==> src/rtl/register_dumper_pkg.sv <==
// Shared types and constants for the register-file dump engine.
package register_dumper_pkg;

    localparam int DefaultDataBitWidth = 32;
    localparam int BytesPerWord        = DefaultDataBitWidth / 8;

    typedef enum logic [1:0] {
        ST_IDLE,
        ST_LOAD,
        ST_SEND,
        ST_DONE
    } state_t;

endpackage

==> src/rtl/register_dumper.sv <==
// Walks the register file's spare read port and streams every register as
// bytes, most significant byte first, over a valid/ready byte interface.
//
// state   | meaning
// --------+-----------------------------------------------------------
// ST_IDLE | waiting for start; no byte offered
// ST_LOAD | capture reg_data for the current reg_addr
// ST_SEND | offer the top byte of the shift register until accepted
// ST_DONE | one-cycle done pulse, then back to idle
module register_dumper
    import register_dumper_pkg::*;
#(
    parameter int AddressBitWidth = 5,
    parameter int DataBitWidth    = 32
) (
    input  logic                       clk,
    input  logic                       rst_n,
    input  logic                       start,
    output logic                       busy,
    output logic                       done,
    output logic [AddressBitWidth-1:0] reg_addr,
    input  logic [DataBitWidth-1:0]    reg_data,
    output logic [7:0]                 byte_data,
    output logic                       byte_valid,
    input  logic                       byte_ready
);

    localparam int WordBytes = DataBitWidth / 8;
    localparam int IdxWidth  = (WordBytes > 1) ? $clog2(WordBytes) : 1;

    localparam logic [IdxWidth-1:0]        LastIdx  = IdxWidth'(WordBytes - 1);
    localparam logic [AddressBitWidth-1:0] LastAddr = '1;

    if (DataBitWidth % 8 != 0) begin : g_width_check
        $error("register_dumper: DataBitWidth must be a multiple of 8");
    end

    state_t                  state;
    logic [DataBitWidth-1:0] shift_reg;
    logic [IdxWidth-1:0]     byte_idx;

    // The outgoing byte is always the top of the shift register, so it
    // stays stable for as long as the sink stalls.
    assign byte_data = shift_reg[DataBitWidth-1 -: 8];

    always_ff @(posedge clk) begin
        if (!rst_n) begin
            state      <= ST_IDLE;
            busy       <= 1'b0;
            done       <= 1'b0;
            reg_addr   <= '0;
            byte_valid <= 1'b0;
            shift_reg  <= '0;
            byte_idx   <= '0;
        end else begin
            done <= 1'b0;
            case (state)
                ST_IDLE: begin
                    if (start) begin
                        reg_addr <= '0;
                        busy     <= 1'b1;
                        state    <= ST_LOAD;
                    end
                end
                ST_LOAD: begin
                    shift_reg  <= reg_data;
                    byte_idx   <= '0;
                    byte_valid <= 1'b1;
                    state      <= ST_SEND;
                end
                ST_SEND: begin
                    if (byte_ready) begin
                        if (byte_idx != LastIdx) begin
                            shift_reg <= shift_reg << 8;
                            byte_idx  <= byte_idx + IdxWidth'(1);
                        end else begin
                            byte_valid <= 1'b0;
                            if (reg_addr != LastAddr) begin
                                reg_addr <= reg_addr + AddressBitWidth'(1);
                                state    <= ST_LOAD;
                            end else begin
                                done  <= 1'b1;
                                state <= ST_DONE;
                            end
                        end
                    end
                end
                ST_DONE: begin
                    busy  <= 1'b0;
                    state <= ST_IDLE;
                end
                default: begin
                    state <= ST_IDLE;
                end
            endcase
        end
    end

endmodule

==> config.mk <==
export PLATFORM = sky130hd
export DESIGN_NAME = register_dumper
export DESIGN_NICKNAME = d
export VERILOG_FILES = /design/src/rtl/register_dumper_pkg.sv /design/src/rtl/register_dumper.sv
export SDC_FILE = /design/constraint.sdc
export NUM_CORES = 1
export LEC_CHECK = 0
export ABC_AREA = 1
export CAP_MARGIN = 0
export CORE_ASPECT_RATIO = 1.25
export CORE_MARGIN = 1.5
export CORE_UTILIZATION = 53
export CTS_CLUSTER_SIZE = 25
export DETAILED_ROUTE_END_ITERATION = 10
export MAX_ROUTING_LAYER = met4
export PLACE_DENSITY = 0.95
export SYNTH_ARGS = -nofsm -noshare
export SYNTH_HDL_FRONTEND = slang
export SYNTH_SLANG_ARGS = --single-unit
==> constraint.sdc <==
create_clock -name clk -period 3.9 [get_ports clk]
set_input_delay 1.17 -clock clk [delete_from_list [all_inputs] [get_ports clk]]
set_output_delay 1.17 -clock clk [all_outputs]
set_load 0.01 [all_outputs]
==> results.sh, run 1 <==
export IMPL_status="finished clean"
export IMPL_crit_chain="clkdlybuf4s50_1"
export IMPL_met1_length_um=1870
export IMPL_initialDrtViolationCount=107
export IMPL_p_leak_nw=1.13
export IMPL_met2_length_um=2280
export IMPL_cts_max_level=2
export IMPL_die_y_um=74.6
export IMPL_clock_skew_ns=0.00452
export IMPL_dr_total_vias=1978
export IMPL_synthCells=305
export IMPL_coreArea_um2=3850
export IMPL_relSlewSlack=0.391
export IMPL_worst_r2r_cell_count=7
export IMPL_routed_via_density=4.99
export IMPL_min_path_type="reg -> reg"
export IMPL_area_growth_pct=21.7
export IMPL_ys_flop_type="dfxtp_1"
export IMPL_initial_core_util=0.566
export IMPL_synth_top_cell_by_area="dfxtp_1"
export IMPL_synth_area_per_cell_um2=7.13
export IMPL_worstSkewPairLatency_ns=0.30
export IMPL_hold_path_depth=2
export IMPL_setup_viol=0
export IMPL_hold_buffers=0
export IMPL_cts_resized=0
export IMPL_grt_max_degree=34
export IMPL_top_layer_used="met4"
export IMPL_crit_path_max_incr_delay_ns=0.57
export IMPL_numClockSinks=44
export IMPL_cts_max_path_buffers=2
export IMPL_die_width_um=60.3
export IMPL_layout_nets=381
export IMPL_ys_seq_area_frac=0.405
export IMPL_synth_edf_count=0
export IMPL_path_clk_slew_ns=0.08
export IMPL_crit_path_end_kind="output pin"
export IMPL_yosysMostFrequentCell="nand2_1"
export IMPL_cp_start_kind="flip-flop"
export IMPL_dp_cells=389
export IMPL_r2r_end="shift_reg[20]"
export IMPL_maxCapViolCount=0
export IMPL_drv_slew=0
export IMPL_cp_arrival_ns=1.30
export IMPL_met3_length_um=168
export IMPL_final_util=0.688
export IMPL_rows=25
export IMPL_antenna_left=0
export IMPL_grt_pass1_vias=1884
export IMPL_largest_reg_flops=32
export IMPL_layout_cells_non_filler=396
export IMPL_place_hpwl_um=3010
export IMPL_yosysUniqueCellTypes=26
export IMPL_crit_fanout=6
export IMPL_tns_ns=0
export IMPL_worst_path_max_delay_cell="clkdlybuf4s50_1"
export IMPL_crit_buf_inv=1
export IMPL_cts_setup_buffers=0
export IMPL_async_flop_share=0
export IMPL_hold_start="shift_reg[0]"
export IMPL_drc=0
export IMPL_layout_drive_gt1_share=0.120
export IMPL_ys_ff_latch=44
export IMPL_max_freq_mhz=405
export IMPL_cts_buffers=5
export IMPL_r2r_start="state[1]"
export IMPL_fin_crit_sh=0.633
export IMPL_p_total_mw=0.963
export IMPL_powerDensity_nw_per_um2=363
export IMPL_path_class="reg -> out"
export IMPL_path_delay_family="buffers and inverters"
export IMPL_mappedNetlistArea_um2=2180
export IMPL_synth_nets=344
export IMPL_grt_pass1_wl_um=7510
export IMPL_cts_tree="built"
export IMPL_portBuffers=51
export IMPL_rsz0062_at_grt="false"
export IMPL_dieArea_um2=4500
export IMPL_required_ns=2.73
export IMPL_worstMarginPinSlew_ns=0.912
export IMPL_wirelength_um=4400
export IMPL_gr_usage_all_layers=0.226
export IMPL_place_gp_congestion=0.854
export IMPL_fin_crit_ns=2.47
export IMPL_firstDrtPassIters=4
export IMPL_overflow=0
export IMPL_antenna_found_initial=0
export IMPL_synth_common_cells="nand2_1 (102), dfxtp_1 (44), nor2_1 (33)"
export IMPL_yosys_area_top_type_share=0.405
export IMPL_final_hold_violation_count=0
export IMPL_synth_warnings=0
export IMPL_irDropWorstVdd_v=0.000265
export IMPL_n_antenna_cell=0
export IMPL_io_pins=52
export IMPL_cts_root_buf="clkbuf_8"
export IMPL_min_to="shift_reg[0]"
export IMPL_n_fill_cell=311
export IMPL_wl_per_cell_um=11.1
export IMPL_ys_top_cells_by_area="dfxtp_1 (40%), nand2_1 (18%), nor2_2 (6.3%), nor2_1 (5.7%), o21ai_0 (5.3%)"
export IMPL_r2r_setup_slack_ns=1.92
## kinds of logic after synthesis
family / after synthesis / share of synthesized area
and+or+nand+nor: 175 / 0.355
AOI/OAI and AO/OA: 47 / 0.109
DFF: 44 / 0.405
buffers and inverters: 36 / 0.114
adders and majority gates: 3 / 0.0173
## worst max path at each step
| stage | slack, ns | cells past startpoint | start | to |
|---|---|---|---|---|
| after global placement | 1.23 | 4 | rst_n | state[1] |
| after global routing | 1.36 | 1 | reg_addr[0] | reg_addr[0] |
| after CTS | 1.41 | 1 | reg_addr[0] | reg_addr[0] |
| after detailed placement | 1.18 | 8 | byte_ready | shift_reg[20] |
| after floorplan | 1.96 | 8 | byte_ready | shift_reg[13] |
| final | 1.43 | 1 | reg_addr[0] | reg_addr[0] |
## routing by layer
layer / vias up / global-route usage
met2: 47 / 0.396
li1: 1026 / -
met1: 897 / 0.239
met5: - / -
met4: 0 / 0.0988
met3: 8 / 0.0533
## per-stage QoR
stage          worst slack, ns  instance area (µm²)  hold slack (ns)
6_report                  1.43                 2650            0.467
5_1_grt                   1.36                 2650            0.489
2_1_floorplan             1.96                 2180            0.428
3_5_place_dp              1.18                 2570            0.453
3_3_place_gp              1.23                 2570            0.444
4_1_cts                   1.41                 2650            0.466
## area by class of cell
class / instances / area [µm²] / share of cell area
repair buffers: 52 / 518 / 0.196
inverters: 14 / 57.6 / 0.0217
clock buffers: 6 / 72.6 / 0.0274
well taps: 54 / 67.6 / 0.0255
clock inverters: 1 / 5.00 / 0.00189
flip-flops and latches: 44 / 881 / 0.333
multi-input cells: 225 / 1050 / 0.395
## placed cells by master, fill, tap and decap left out
cell and n:
nand3_2 1, inv_1 9, nand2_8 1, clkinv_1 1, a21oi_1 20, nor2_2 22
o21ai_1 3, buf_4 1, nor3_1 1, dfxtp_1 44, nor2_4 2, o21ai_0 23
inv_2 2, clkinv_2 1, inv_4 2, nand3_1 8, a31oi_1 1, clkbuf_8 5
nand2_1 102, clkdlybuf4s50_1 51, nor2_1 33, ha_1 3, clkbuf_1 1, nand4_1 1
nand2_2 4
## power breakdown
group	internal (mW)	total, mW	switching (mW)	leakage, nW
sequential	0.484	0.502	0.0181	0.360
combinational	0.0884	0.192	0.104	0.731
clock	0.122	0.268	0.146	0.0410
No activity file was read; power rests on OpenSTA's default activity.
==> inputs of run 2 (changes only) <==
--- a/config.mk
+++ b/config.mk
@@ -9,11 +9,11 @@
 export CAP_MARGIN = 0
 export CORE_ASPECT_RATIO = 1.25
 export CORE_MARGIN = 1.5
-export CORE_UTILIZATION = 53
+export CORE_UTILIZATION = 49
 export CTS_CLUSTER_SIZE = 25
 export DETAILED_ROUTE_END_ITERATION = 10
 export MAX_ROUTING_LAYER = met4
-export PLACE_DENSITY = 0.95
+export PLACE_DENSITY = 0.91
 export SYNTH_ARGS = -nofsm -noshare
 export SYNTH_HDL_FRONTEND = slang
 export SYNTH_SLANG_ARGS = --single-unit
==> constraint.sdc (replaced) <==
create_clock -name clk -period 2.4 [get_ports clk]
set_input_delay 0.72 -clock clk [delete_from_list [all_inputs] [get_ports clk]]
set_output_delay 0.72 -clock clk [all_outputs]
set_load 0.01 [all_outputs]
==> run 2 against run 1 <==
Clock skew is essentially flat. Routed wire length shrank 2.6%. Clock-buffer cell count is the same. Worst hold slack lost 0.00098 ns. Critical endpoint unchanged. Largest cell class unchanged. Largest power group unchanged.
==> results.sh, run 2 (same netlist as run 1, synthesis figures left out) <==
export IMPL_top_layer_used="met4"
export IMPL_swShare=0.274
export IMPL_min_path_type="reg -> reg"
export IMPL_met2_length_um=2130
export IMPL_powerDensity_nw_per_um2=583
export IMPL_layout_nets=384
export IMPL_cts_root_buf="clkbuf_8"
export IMPL_p_int_mw=1.13
export IMPL_wl_per_cell_um=10.7
export IMPL_grt_pass1_vias=1816
export IMPL_crit_buf_inv=1
export IMPL_drc=0
export IMPL_relSlewSlack=0.712
export IMPL_io_pins=52
export IMPL_die_width_um=62.6
export IMPL_cts_setup_buffers=0
export IMPL_largest_reg_flops=32
export IMPL_final_cell_mix="nand2_1 (102), clkdlybuf4s50_1 (51), dfxtp_1 (44), nor2_1 (33), o21ai_0 (23)"
export IMPL_setup_slack_ns=0.392
export IMPL_switchingPower_mw=0.427
export IMPL_initialDrtViolationCount=99
export IMPL_dieArea_um2=4850
export IMPL_crit_path_end_kind="output pin"
export IMPL_crit_chain="clkdlybuf4s50_1"
export IMPL_final_hold_violation_count=0
export IMPL_place_gp_congestion=0.793
export IMPL_p_leak_nw=1.15
export IMPL_cp_arrival_ns=1.29
export IMPL_grt_max_degree=34
export IMPL_cts_max_path_buffers=2
export IMPL_cts_max_level=2
export IMPL_p_comb_frac=0.203
export IMPL_rows=26
export IMPL_cts_buffers=5
export IMPL_worstSkewPairLatency_ns=0.29
export IMPL_cts_tree="built"
export IMPL_cp_start_kind="flip-flop"
export IMPL_path_class="reg -> out"
export IMPL_mostFrequentLayoutCell="nand2_1"
export IMPL_grt_pass1_wl_um=7530
export IMPL_rsz0062_at_grt="false"
export IMPL_antenna_left=0
export IMPL_status="finished clean"
export IMPL_place_hpwl_um=2990
export IMPL_die_y_um=77.5
export IMPL_maxCapViolCount=0
export IMPL_cts_resized=0
export IMPL_crit_fanout=6
export IMPL_path_delay_family="buffers and inverters"
export IMPL_worstMarginPinSlew_ns=0.433
export IMPL_gr_usage_all_layers=0.195
export IMPL_antenna_found_initial=0
export IMPL_wirelength_um=4290
export IMPL_initial_core_util=0.523
export IMPL_required_ns=1.68
export IMPL_n_antenna_cell=0
export IMPL_overflow=0
export IMPL_setup_viol=0
export IMPL_firstDrtPassIters=4
export IMPL_tns_ns=0
export IMPL_irDropWorstVdd_v=0.000283
export IMPL_area_growth_pct=22.9
export IMPL_fin_crit_sh=0.837
export IMPL_drv_slew=0
export IMPL_portBuffers=51
export IMPL_met1_length_um=1850
export IMPL_place_ws_ns=0.182
export IMPL_path_clk_slew_ns=0.08
export IMPL_fin_crit_ns=2.01
export IMPL_numClockSinks=44
export IMPL_worst_path_max_delay_cell="clkdlybuf4s50_1"
export IMPL_max_freq_mhz=498
export IMPL_hold_buffers=0
export IMPL_layout_drive_gt1_share=0.128
export IMPL_fin_hold_ws_ns=0.466
export IMPL_met3_length_um=166
export IMPL_clock_skew_ns=0.00415
export IMPL_seq_power_share=0.523
export IMPL_routed_via_density=4.84
export IMPL_crit_path_max_incr_delay_ns=0.57
export IMPL_p_clk_frac=0.274
export IMPL_n_fill_cell=372
export IMPL_coreArea_um2=4160
export IMPL_dr_total_vias=1942
[run 2: power by group through the flow]
stage	sequential (mW)	combinational, mW	clock (mW)
3_3_place_gp	0.830	0.308	0
5_1_grt	0.823	0.354	0.464
3_5_place_dp	0.832	0.315	0
4_1_cts	0.815	0.319	0.429
2_1_floorplan	0.828	0.230	0
6_report	0.815	0.316	0.427
[run 2: area by class of cell]
cell class                      instances  area (µm²)  area share
Clock buffer                            6        72.6      0.0271
Clock inverter                          1        5.00     0.00187
Inverter                               14        57.6      0.0215
Multi-Input combinational cell        225        1050       0.392
Sequential cell                        44         881       0.329
Tap cell                               56        70.1      0.0262
Timing Repair Buffer                   55         541       0.202
[run 2: per-stage QoR]
stage | util | std cells | area (µm²) | power [mW]
global placement | 0.623 | 394 | 2600 | 1.14
CTS | 0.642 | 401 | 2670 | 1.56
finish | 0.642 | 401 | 2670 | 1.56
detailed placement | 0.623 | 394 | 2600 | 1.15
global route | 0.642 | 401 | 2670 | 1.64
floorplan | - | 305 | 2180 | 1.06
[run 2: layer usage]
metal	vias up	GRT usage
li1	1033	-
met1	844	0.205
met2	51	0.346
met3	14	0.0333
met4	0	0.102
met5	-	-
[run 2: tightest hold or removal path, cell delays in order (launching register included)]
cell and delay (ns):
dfxtp_1 0.32, nand2_1 0.06, a21oi_1 0.05
[run 2: path summary, 6_finish.rpt]
path	depth (start not counted)	slack, ns	start	endpoint
setup / recovery	1	0.39	reg_addr[0]	reg_addr[0]
hold / removal	2	0.47	shift_reg[1]	shift_reg[1]
setup reg to reg	8	0.85	reg_addr[0]	reg_addr[3]
hold reg to reg	2	0.47	shift_reg[1]	shift_reg[1]
==> inputs of run 3 (changes only) <==
--- a/config.mk
+++ b/config.mk
@@ -9,11 +9,11 @@
 export CAP_MARGIN = 0
 export CORE_ASPECT_RATIO = 1.25
 export CORE_MARGIN = 1.5
-export CORE_UTILIZATION = 49
+export CORE_UTILIZATION = 44
 export CTS_CLUSTER_SIZE = 25
 export DETAILED_ROUTE_END_ITERATION = 10
 export MAX_ROUTING_LAYER = met4
-export PLACE_DENSITY = 0.91
+export PLACE_DENSITY = 0.87
 export SYNTH_ARGS = -nofsm -noshare
 export SYNTH_HDL_FRONTEND = slang
 export SYNTH_SLANG_ARGS = --single-unit
==> constraint.sdc (replaced) <==
create_clock -name clk -period 1.7 [get_ports clk]
set_input_delay 0.51 -clock clk [delete_from_list [all_inputs] [get_ports clk]]
set_output_delay 0.51 -clock clk [all_outputs]
set_load 0.01 [all_outputs]
==> run 3 against run 2 <==
Routed wire length increased by 4.2%. Worst hold slack got worse by 0.0017 ns. Setup slack got worse by 0.36 ns. Sequential share of layout area decreased by 0.84 points. Clock-buffer cell count unchanged. Highest routed layer unchanged.
==> results.sh, run 3 (same netlist as run 1, synthesis figures left out) <==
export IMPL_top_layer_used="met4"
export IMPL_hold_buffers=0
export IMPL_grt_pass1_wl_um=7710
export IMPL_r2r_end="reg_addr[3]"
export IMPL_cp_start_kind="flip-flop"
export IMPL_rows=28
export IMPL_worstMarginPinSlew_ns=0.317
export IMPL_layout_drive_gt1_share=0.149
export IMPL_cts_root_buf="clkbuf_8"
export IMPL_powerDensity_nw_per_um2=809
export IMPL_design_area_um2=2750
export IMPL_final_cell_mix="nand2_1 (102), dfxtp_1 (42), clkdlybuf4s50_1 (38), nor2_1 (33), o21ai_0 (23)"
export IMPL_worst_r2r_cell_count=8
export IMPL_maxCapViolCount=0
export IMPL_firstDrtPassIters=4
export IMPL_min_to="shift_reg[2]"
export IMPL_crit_path_max_incr_delay_ns=0.53
export IMPL_hold_path_depth=2
export IMPL_cp_arrival_ns=1.16
export IMPL_overflow=0
export IMPL_dpl_cell_area_um2=2650
export IMPL_setup_viol=0
export IMPL_area_growth_pct=26.5
export IMPL_place_hpwl_um=3180
export IMPL_worstSkewPairLatency_ns=0.30
export IMPL_largest_reg_flops=32
export IMPL_p_total_mw=2.23
export IMPL_grt_pass1_vias=1873
export IMPL_antenna_found_initial=0
export IMPL_crit_chain="clkdlybuf4s50_1"
export IMPL_hold_start="shift_reg[2]"
export IMPL_fin_crit_sh=0.980
export IMPL_clock_skew_ns=0.00455
export IMPL_cts_buffers=5
export IMPL_wirelength_um=4460
export IMPL_portBuffers=51
export IMPL_mostFrequentLayoutCell="nand2_1"
export IMPL_dp_cells=403
export IMPL_crit_buf_inv=1
export IMPL_cts_setup_buffers=0
export IMPL_wl_per_cell_um=10.9
export IMPL_cts_tree="built"
export IMPL_status="finished clean"
export IMPL_grt_max_degree=34
export IMPL_setup_slack_ns=0.0335
export IMPL_antenna_left=0
export IMPL_initialDrtViolationCount=121
export IMPL_met2_length_um=2190
export IMPL_r2r_setup_slack_ns=0.16
export IMPL_crit_fanout=2
export IMPL_cts_max_level=2
export IMPL_numClockSinks=44
export IMPL_worst_path_max_delay_cell="clkdlybuf4s50_1"
export IMPL_dieArea_um2=5380
export IMPL_relSlewSlack=0.789
export IMPL_routed_via_density=4.78
export IMPL_met1_length_um=1970
export IMPL_layout_nets=389
export IMPL_io_pins=52
export IMPL_die_width_um=65.9
export IMPL_p_leak_nw=1.33
export IMPL_drc=0
export IMPL_place_gp_congestion=0.823
export IMPL_rsz0062_at_grt="false"
export IMPL_n_antenna_cell=0
export IMPL_initial_core_util=0.460
export IMPL_required_ns=1.19
export IMPL_cts_max_path_buffers=2
export IMPL_max_freq_mhz=600
export IMPL_path_delay_family="buffers and inverters"
export IMPL_final_hold_violation_count=0
export IMPL_gr_usage_all_layers=0.186
export IMPL_met3_length_um=254
export IMPL_layout_cells_non_filler=410
export IMPL_fin_crit_ns=1.67
export IMPL_irDropWorstVdd_v=0.000558
export IMPL_tns_ns=0
export IMPL_die_y_um=81.6
export IMPL_drv_slew=0
export IMPL_dr_total_vias=1961
export IMPL_min_path_type="reg -> reg"
export IMPL_r2r_start="reg_addr[0]"
export IMPL_path_clk_slew_ns=0.08
export IMPL_crit_path_end_kind="output pin"
export IMPL_place_ws_ns=-0.264
export IMPL_path_class="reg -> out"
export IMPL_coreArea_um2=4730
run 3: changes by cell type in the layout (fill, tap and decap cells not counted), sizes merged:
cell           before  now
dlymetal6s2s        0    8
dlygate4sd2         0    5
buf                 4    9
clkdlybuf4s50      51   38
run 3: final cells by class:
type                    count  area (µm²)
clock inverters             1        5.00
flip-flops and latches     44         883
clock buffers               6        72.6
fillers                   435        1980
multi-input cells         225        1050
inverters                  14        60.1
repair buffers             60         604
well taps                  60        75.1
run 3: stage by stage:
step | hold WS, ns | util
floorplan | 0.428 | -
global placement | 0.447 | 0.561
detailed placement | 0.454 | 0.561
CTS | 0.464 | 0.576
global route | 0.480 | 0.582
finish | 0.465 | 0.582
run 3: worst register-to-register path, stage by stage (launching register included):
cell	delay [ns]
dfxtp_2	0.35
ha_1	0.21
nand2_1	0.08
nor2_1	0.06
ha_1	0.21
a21oi_2	0.16
nand3_2	0.16
a21oi_1	0.16
nor2_1	0.05
run 3: worst max-delay path by stage:
stage,endpoint,from,cells past startpoint
after floorplan,reg_addr[3],reg_addr[0],8
after global placement,shift_reg[1],byte_ready,8
after detailed placement,shift_reg[6],byte_ready,8
after CTS,byte_data[1],shift_reg[25],1
after global routing,byte_data[0],shift_reg[24],1
final,byte_data[0],shift_reg[24],1
run 3: repair_timing:
action,in CTS,in global routing
pin swaps,0,1
resized for setup,7,10
endpoints found under the setup margin,5,13
run 3: where the power goes:
part	internal, mW	total, mW	leakage [nW]	switching [mW]
clock	0.279	0.616	0.0410	0.337
combinational	0.216	0.458	0.925	0.242
sequential	1.11	1.15	0.361	0.0414
run 3: layer usage:
layer	vias up	global-route usage
met2	50	0.313
li1	1037	-
met1	869	0.210
met5	-	-
met4	0	0.0688
met3	5	0.0507
